<file path="src/rtl/ucdp_clk_div_pkg.sv">
// ucdp_clk_div_pkg
//   Shared types for the clock divider: the divider state machine encoding.
package ucdp_clk_div_pkg;

    // IDLE: no period in progress, outputs low.
    // RUN : periods repeat while en_i stays high.
    // STOP: en_i dropped mid-period; the current period is finished first.
    typedef enum logic [1:0] {
        IDLE = 2'd0,
        RUN  = 2'd1,
        STOP = 2'd2
    } state_t;

endpackage

</file>
<file path="src/rtl/ucdp_clk_buf.sv">
// ucdp_clk_buf
//   Clock buffer cell wrapper for a flop-generated clock. Behaviourally a wire;
//   a technology cell is substituted here at implementation.
//   clk_i : clock from the generating flop
//   clk_o : buffered clock
module ucdp_clk_buf (
    input  logic clk_i,
    output logic clk_o
);

    assign clk_o = clk_i;

endmodule

</file>
<file path="src/rtl/ucdp_clk_div.sv">
// ucdp_clk_div
//   Programmable integer clock divider. Produces a glitch-free divided clock
//   of period N = div+1 input cycles, high for ceil(N/2) and low for floor(N/2).
//   Ratio changes are deferred to the next period boundary; disabling lets the
//   running period complete.
//   clk_i     : sole clock
//   rst_i     : asynchronous, active-high reset
//   en_i      : run request (level)
//   div_i     : divide ratio minus one, sampled when upd_i is high
//   upd_i     : one-cycle request to load div_i
//   upd_ack_o : one-cycle pulse when a loaded ratio takes effect
//   clk_o     : divided clock (flop output through ucdp_clk_buf)
//   stb_o     : one-cycle pulse with each rising edge of clk_o
//   busy_o    : high while a period is in progress
module ucdp_clk_div
    import ucdp_clk_div_pkg::*;
#(
    parameter int unsigned WIDTH = 8
) (
    input  logic             clk_i,
    input  logic             rst_i,
    input  logic             en_i,
    input  logic [WIDTH-1:0] div_i,
    input  logic             upd_i,
    output logic             upd_ack_o,
    output logic             clk_o,
    output logic             stb_o,
    output logic             busy_o
);

    state_t           state_q;
    state_t           state_n;
    logic [WIDTH-1:0] cnt_q;
    logic [WIDTH-1:0] cnt_n;
    logic [WIDTH-1:0] div_q;
    logic [WIDTH-1:0] div_pend_q;
    logic             pend_q;
    logic             clk_q;
    logic             stb_q;
    logic             ack_q;

    logic [WIDTH-1:0] high_thr;
    logic             at_end;
    logic             apply;
    logic             run_n;
    logic             clk_n;
    logic             stb_n;

    always_comb begin
        state_n  = state_q;
        cnt_n    = '0;
        apply    = 1'b0;
        // div/2+1 never exceeds 2^(WIDTH-1), so it fits in WIDTH bits.
        high_thr = (div_q >> 1) + WIDTH'(1);
        at_end   = (cnt_q == div_q);

        case (state_q)
            IDLE: begin
                apply   = pend_q;
                state_n = en_i ? RUN : IDLE;
            end
            RUN, STOP: begin
                if (at_end) begin
                    // Period boundary: the only point where the ratio may change
                    // or the divider may fall idle.
                    apply   = pend_q;
                    state_n = en_i ? RUN : IDLE;
                end else begin
                    cnt_n   = cnt_q + WIDTH'(1);
                    state_n = en_i ? RUN : STOP;
                end
            end
            default: state_n = IDLE;
        endcase

        // Outputs are registered from next-state values so they align with cnt_q.
        run_n = (state_n != IDLE);
        clk_n = run_n && (cnt_n < high_thr);
        stb_n = run_n && (cnt_n == '0);
    end

    always_ff @(posedge clk_i or posedge rst_i) begin
        if (rst_i) begin
            state_q    <= IDLE;
            cnt_q      <= '0;
            div_q      <= '0;
            div_pend_q <= '0;
            pend_q     <= 1'b0;
            clk_q      <= 1'b0;
            stb_q      <= 1'b0;
            ack_q      <= 1'b0;
        end else begin
            state_q <= state_n;
            cnt_q   <= cnt_n;
            clk_q   <= clk_n;
            stb_q   <= stb_n;
            ack_q   <= apply;
            if (apply) begin
                div_q <= div_pend_q;
            end
            // A request arriving on the boundary cycle is held for the next one.
            if (upd_i) begin
                div_pend_q <= div_i;
                pend_q     <= 1'b1;
            end else if (apply) begin
                pend_q <= 1'b0;
            end
        end
    end

    assign upd_ack_o = ack_q;
    assign stb_o     = stb_q;
    assign busy_o    = (state_q != IDLE);

    ucdp_clk_buf u_clk_buf (
        .clk_i (clk_q),
        .clk_o (clk_o)
    );

endmodule

</file>
<file path="config.mk">
export PLATFORM = sky130hd
export DESIGN_NAME = ucdp_clk_div
export DESIGN_NICKNAME = d
export VERILOG_FILES = /design/src/rtl/ucdp_clk_div_pkg.sv /design/src/rtl/ucdp_clk_buf.sv /design/src/rtl/ucdp_clk_div.sv
export SDC_FILE = /design/constraint.sdc
export NUM_CORES = 1
export LEC_CHECK = 0
export ABC_AREA = 1
export CORE_MARGIN = 1.5
export CORE_UTILIZATION = 55
export DETAILED_ROUTE_END_ITERATION = 6
export HOLD_SLACK_MARGIN = 0.02
export PLACE_DENSITY_LB_ADDON = 0.12
export SYNTH_ARGS = -nofsm -noshare
export SYNTH_HDL_FRONTEND = slang
export SYNTH_SLANG_ARGS = --single-unit
</file>
<file path="constraint.sdc">
create_clock -name clk_i -period 4.69 [get_ports clk_i]
set_input_delay 1.1725 -clock clk_i [delete_from_list [all_inputs] [get_ports clk_i]]
set_output_delay 1.1725 -clock clk_i [all_outputs]
set_load 0.02 [all_outputs]
</file>
Word level (Yosys, flattened, before mapping). Index checks and enable logic that the tools add are counted.

Reduce and logical (&&, ||, !) cells: 8. Multiplexer cells: 10. Magnitude comparators: 1. Equal/unequal tests: 3. Add/subtract/negate cells: 2.

Operators by type and width (count): $mux 8 (2); $add 7x1->8 const B (1); $add 8x1->8 const B (1); $eq 8x8->1 (1); $logic_not 8->1 (1); $lt 8x8->1 (1); $reduce_bool 2->1 (3); $mux 1 (4); $mux 2 (2); $pmux 2 s2 (1); $eq 2x1->1 const B (1); $eq 2x2->1 const B (1); $logic_and 1x1->1 (2); $logic_not 2->1 (1); $pmux 1 s2 (1); $reduce_or 2->1 (1).

Output and inout port bits: 4. Flip-flop bits (word level): 30. Input port bits: 12. Word-level logic and storage cells: 32.

Logic depth before layout (Yosys ltp).
Depth after elaboration: 5. Gate-level depth with buffers: 14. Gate-level depth less buffers: 14.

Hierarchy. From an unflattened synthesis, not the netlist that was laid out.

Cell total of the unflattened synthesis: 200. Area total of the unflattened synthesis: 1702.9 µm².

By module, submodules not included: ucdp_clk_div (area an instance 1695.4 µm², seq. area each 750.7 µm², cells each 199, instances 1); ucdp_clk_buf (area an instance 7.5 µm², seq. area each 0.0 µm², cells each 1, instances 1).

Worst setup path after synthesis. Ideal clock, no wire load.

Path kind: input -> register. Start point: input port en_i. End point: register clk_q. Setup slack: 2.782 ns. Path buffers: 0. Stages: 4. Data required time: 4.617 ns. Arrival: 1.835 ns. Path through: or2_2 -> o21bai_1 -> o211ai_1 -> a21oi_2.

Cells in the longest elaborated chain, start to end: 5. Elaborated cells on any way between the ends: 6.

RTL lines: from (decl) (RTL line ucdp_clk_div.sv:22) `input logic en_i,`; $mux 2 / $mux 1 (equally long branches) (RTL line ucdp_clk_div.sv:70, ucdp_clk_div.sv:60, ucdp_clk_div.sv:67); $mux 2 (RTL line ucdp_clk_div.sv:63) `if (at_end) begin`; $pmux 2 s2 (*) (RTL line ucdp_clk_div.sv:57) `case (state_q)`; $reduce_bool 2->1 (*) (RTL line ucdp_clk_div.sv:77) `run_n = (state_n != IDLE);`; $logic_and 1x1->1 (*) (RTL line ucdp_clk_div.sv:78) `clk_n = run_n && (cnt_n < high_thr);`; via clk_n (RTL line ucdp_clk_div.sv:46) `logic clk_n;`; to (signal assigned) (RTL line ucdp_clk_div.sv:95) `clk_q <= clk_n;`; to (decl) (RTL line ucdp_clk_div.sv:38) `logic clk_q;`.

Mark *: on every way through the listed nets, which the timed path passes. The rest lies on a longest branch. A chain may end at the register's enable or synchronous reset.

Worst setup path after layout.
Start point: register state_q[0]. End point: output port busy_o.

Cells in the longest elaborated chain, start to end: 1.

RTL lines: from (decl) (RTL line ucdp_clk_div.sv:31) `state_t state_q;`; from (signal assigned) (RTL line ucdp_clk_div.sv:93) `state_q <= state_n;`; $reduce_bool 2->1 (RTL line ucdp_clk_div.sv:113) `assign busy_o = (state_q != IDLE);`; to (decl) (RTL line ucdp_clk_div.sv:28) `output logic busy_o`.

No other way between the ends.

==> results summary <==
STA classifies the critical path startpoint as a flop. The final estimated routing congestion in global placement came out at between 0.8 and 0.9. The worst slack after detailed placement is 2.177 ns. The clock sink total came out at 30.

The leading register cell type out of synthesis is sky130_fd_sc_hd__dfrtp_1. The count of maximum capacitance violations is 0. The global-route usage over all layers came out at 0.2077. The largest area contributor in the synthesized netlist is sky130_fd_sc_hd__dfrtp_1.

The sequential cell area is 750.7 sq um. The worst setup path is of the flop to output port kind. The vias per cell is 4.972. The highest net fanout along the worst path is 2. The routed design could run at a clock period as short as around 2.8 ns. The peak clock frequency supported by timing is approximately 0.36 GHz. The number of cell rows came out at 19. The via count came out at 1,248.

The floorplan step defined a die boundary enclosing 3384 sq um. In this run the cell area measured after placement is 1848 sq um. The final setup violation count is 0. The total count of hold-check failures in the final report is 0. Clock-pin slew was measured on the worst setup and hold paths at 0.09 ns. The width of the chip came out at 58.17 um. The sequential area share after synthesis is 0.4484.

The minimum setup slack in the final design came out at 1.890 ns. The utilization of the core after routing came out at 0.6745. The top-level I/O count is 16. The wire length per cell after detailed routing came out at 11.73 um. By area the synthesized netlist is led by sky130_fd_sc_hd__dfrtp_1 45%, sky130_fd_sc_hd__nand2_1 12%, sky130_fd_sc_hd__ha_1 8.2%, sky130_fd_sc_hd__inv_1 8.1%, sky130_fd_sc_hd__xor2_1 3.7%. In the routed design, unresolved DRC markers number 0. The static leakage power is 0.9825 nW. The count of input and output buffers came out at 15. The share of cells above drive strength 1 came out at 0.1000.

The cell count after placement is around 240. Data on the critical path is required at its endpoint by between 3 and 4 ns. The number of gates resized after cts came out at 0. The count of TritonRoute iterations in the first routing pass is 4.

The number of buffers added by the clock tree synthesis step is 5. For this run, the number of standard cells in the final layout without fillers is 251. The core region is 2829 sq um. The die height came out at 58.17 um. In this run the worst hold path is classified as flop to flop.

The total of hold buffers inserted after clock tree synthesis is 0. The total power came out at 1.083 mW. The clock tree synthesis step divided the H-tree into 2 levels. The area of the multi-input gates came out at 773.2 sq um. Of the post-synthesis cell area, the dominant cell type holds 0.4484. The count of cell types in the netlist is 26. TritonCTS built the clock tree. The library cell used as clock root buffer is sky130_fd_sc_hd__clkbuf_4. The total power per unit cell area came out at roughly 570 nW/um^2.

The number of global-route vias before repair came out at about 1,200. The run finished with clean final reports. The synthesis-to-layout area growth came out at 13.98%.

The total congestion overflow after global routing came out at 0. The initial detailed-routing violation count came out at 68. The transition at the pin with the smallest max-transition slack is 1.080 ns. The largest clock skew in the final design came out at 0.004538 ns.

For the worst setup path, the data arrival time is 1.63 ns. Counting every instance in the synthesized netlist gives slightly below 200. The count of yosys warnings during synthesis is 0. No sink is reached through more buffers than the 2 on the longest clock path.

Summing all non-filler instances in the final layout gives an area of 1908 sq um. The net total in the final layout is 242. The buffer count from post-CTS setup fixing came out at 0. Of all flip-flops after synthesis, the portion carrying an async set or reset was 1.000.

The maximum number of pins on one net before global-route repair came out at 31. The final-layout setup total negative slack came out at 0 ns. The worst hold margin is roughly 0.52 ns. The number of antenna diodes in the final layout is 0. The global-route wire length before repair came out at 5.133 mm. The most common cell in the synthesized netlist is sky130_fd_sc_hd__nand2_1.

The filler cell count in the final layout is 233. The initial utilization of the core area, before any placement, comes to 0.5918. The post-synthesis net count came out at roughly 220.

The relative slew slack is 0.2790. The remaining antenna violation count after routing came out at 0. After synthesis, the mean cell area works out to 8.413 sq um.

The maximum ir drop on the vdd rail is between 0.3 and 0.4 mV. The flop and latch count out of synthesis is 30. The post-DP HPWL came out at roughly 2.3 mm. Dividing the final minimum period by the clock period gives 0.5970. After synthesis, the most frequently instantiated cells are 52 x sky130_fd_sc_hd__nand2_1, 36 x sky130_fd_sc_hd__inv_1, 30 x sky130_fd_sc_hd__dfrtp_1.

The post-synthesis instance area is 1674 sq um. Setup repair after global routing left no endpoint under its margin. Counting flops with a built-in enable in the synthesized netlist gives 0. The initial antenna violation count came to 0. The category of the worst setup path capture point is an output port. The clock insertion delay at the later pin of the skew report came out at roughly 0.33 ns. The number of slew-limit violations in the final report is 0. Wires add up to 2.943 mm.
-- state kept, by name, indices dropped and copies added (netlist names) --
signal      cells
clk_q           1
cnt_q           8
div_pend_q      8
div_q           8
pend_q          1
state_q         2
stb_o           1
upd_ack_o       1
-- path summary, 6_finish.rpt --
check / start / slack, ns / cells after the start / endpoint
setup / recovery: state_q[0] / 1.89 / 4 / busy_o
hold / removal: div_pend_q[4] / 0.52 / 2 / div_q[4]
setup reg to reg: cnt_q[2] / 2.57 / 10 / clk_q
hold reg to reg: div_pend_q[4] / 0.52 / 2 / div_q[4]
max in group asynchronous: rst_i / 2.63 / 2 / cnt_q[5]
min in group asynchronous: rst_i / 1.41 / 2 / div_q[1]
-- report_power, final --
part           switching (mW)  total [mW]  leakage [nW]  internal, mW
Sequential             0.0629       0.393         0.381         0.331
Clock                  0.0858       0.158        0.0353        0.0725
Combinational           0.322       0.531         0.566         0.209
Total                   0.471        1.08         0.982         0.612
-- critical path: stages (launching register included) --
cell and delay (ns):
sky130_fd_sc_hd__dfrtp_1 0.38, sky130_fd_sc_hd__inv_1 0.05, sky130_fd_sc_hd__ha_1 0.21, sky130_fd_sc_hd__inv_1 0.07
sky130_fd_sc_hd__clkdlybuf4s50_1 0.60
-- per-layer routing --
layer	global-route usage	vias to the layer above	share of wire
met4	0.07973	0	0.016
met3	0.06696	5	0.040
li1	-	658	-
met5	0	-	0
met1	0.2566	560	0.45
met2	0.3393	25	0.49
-- placed cells by master (no fill, tap or decap), types with 3 or more instances in the layout --
| cell type | instances |
|---|---|
| sky130_fd_sc_hd__o21ai_0 | 8 |
| sky130_fd_sc_hd__clkdlybuf4s50_1 | 15 |
| sky130_fd_sc_hd__ha_1 | 11 |
| sky130_fd_sc_hd__a21oi_1 | 3 |
| sky130_fd_sc_hd__dfrtp_1 | 30 |
| sky130_fd_sc_hd__o21ai_2 | 6 |
| sky130_fd_sc_hd__clkbuf_4 | 5 |
| sky130_fd_sc_hd__nor2_1 | 14 |
| sky130_fd_sc_hd__nand4_1 | 3 |
| sky130_fd_sc_hd__nand2_1 | 52 |
| sky130_fd_sc_hd__nand3_1 | 4 |
| sky130_fd_sc_hd__xor2_1 | 7 |
| sky130_fd_sc_hd__inv_1 | 36 |
| sky130_fd_sc_hd__xnor2_1 | 6 |
-- kinds of logic after synthesis --
family	after synthesis	share of synthesized area
simple gates	84	0.2227
buf+inv	38	0.08968
flops	30	0.4484
compound gates	23	0.08894
xor+xnor	13	0.06801
fa+ha+maj	11	0.08221
-- area by class of cell --
class,count,share of cell area
Timing Repair Buffer,15,0.07869
Clock buffer,7,0.02885
Tap cell,31,0.02033
Sequential cell,30,0.3934
Multi-Input combinational cell,131,0.4052
Clock inverter,1,0.002623
Inverter,36,0.07082
Power figures use the tool's default switching activity.
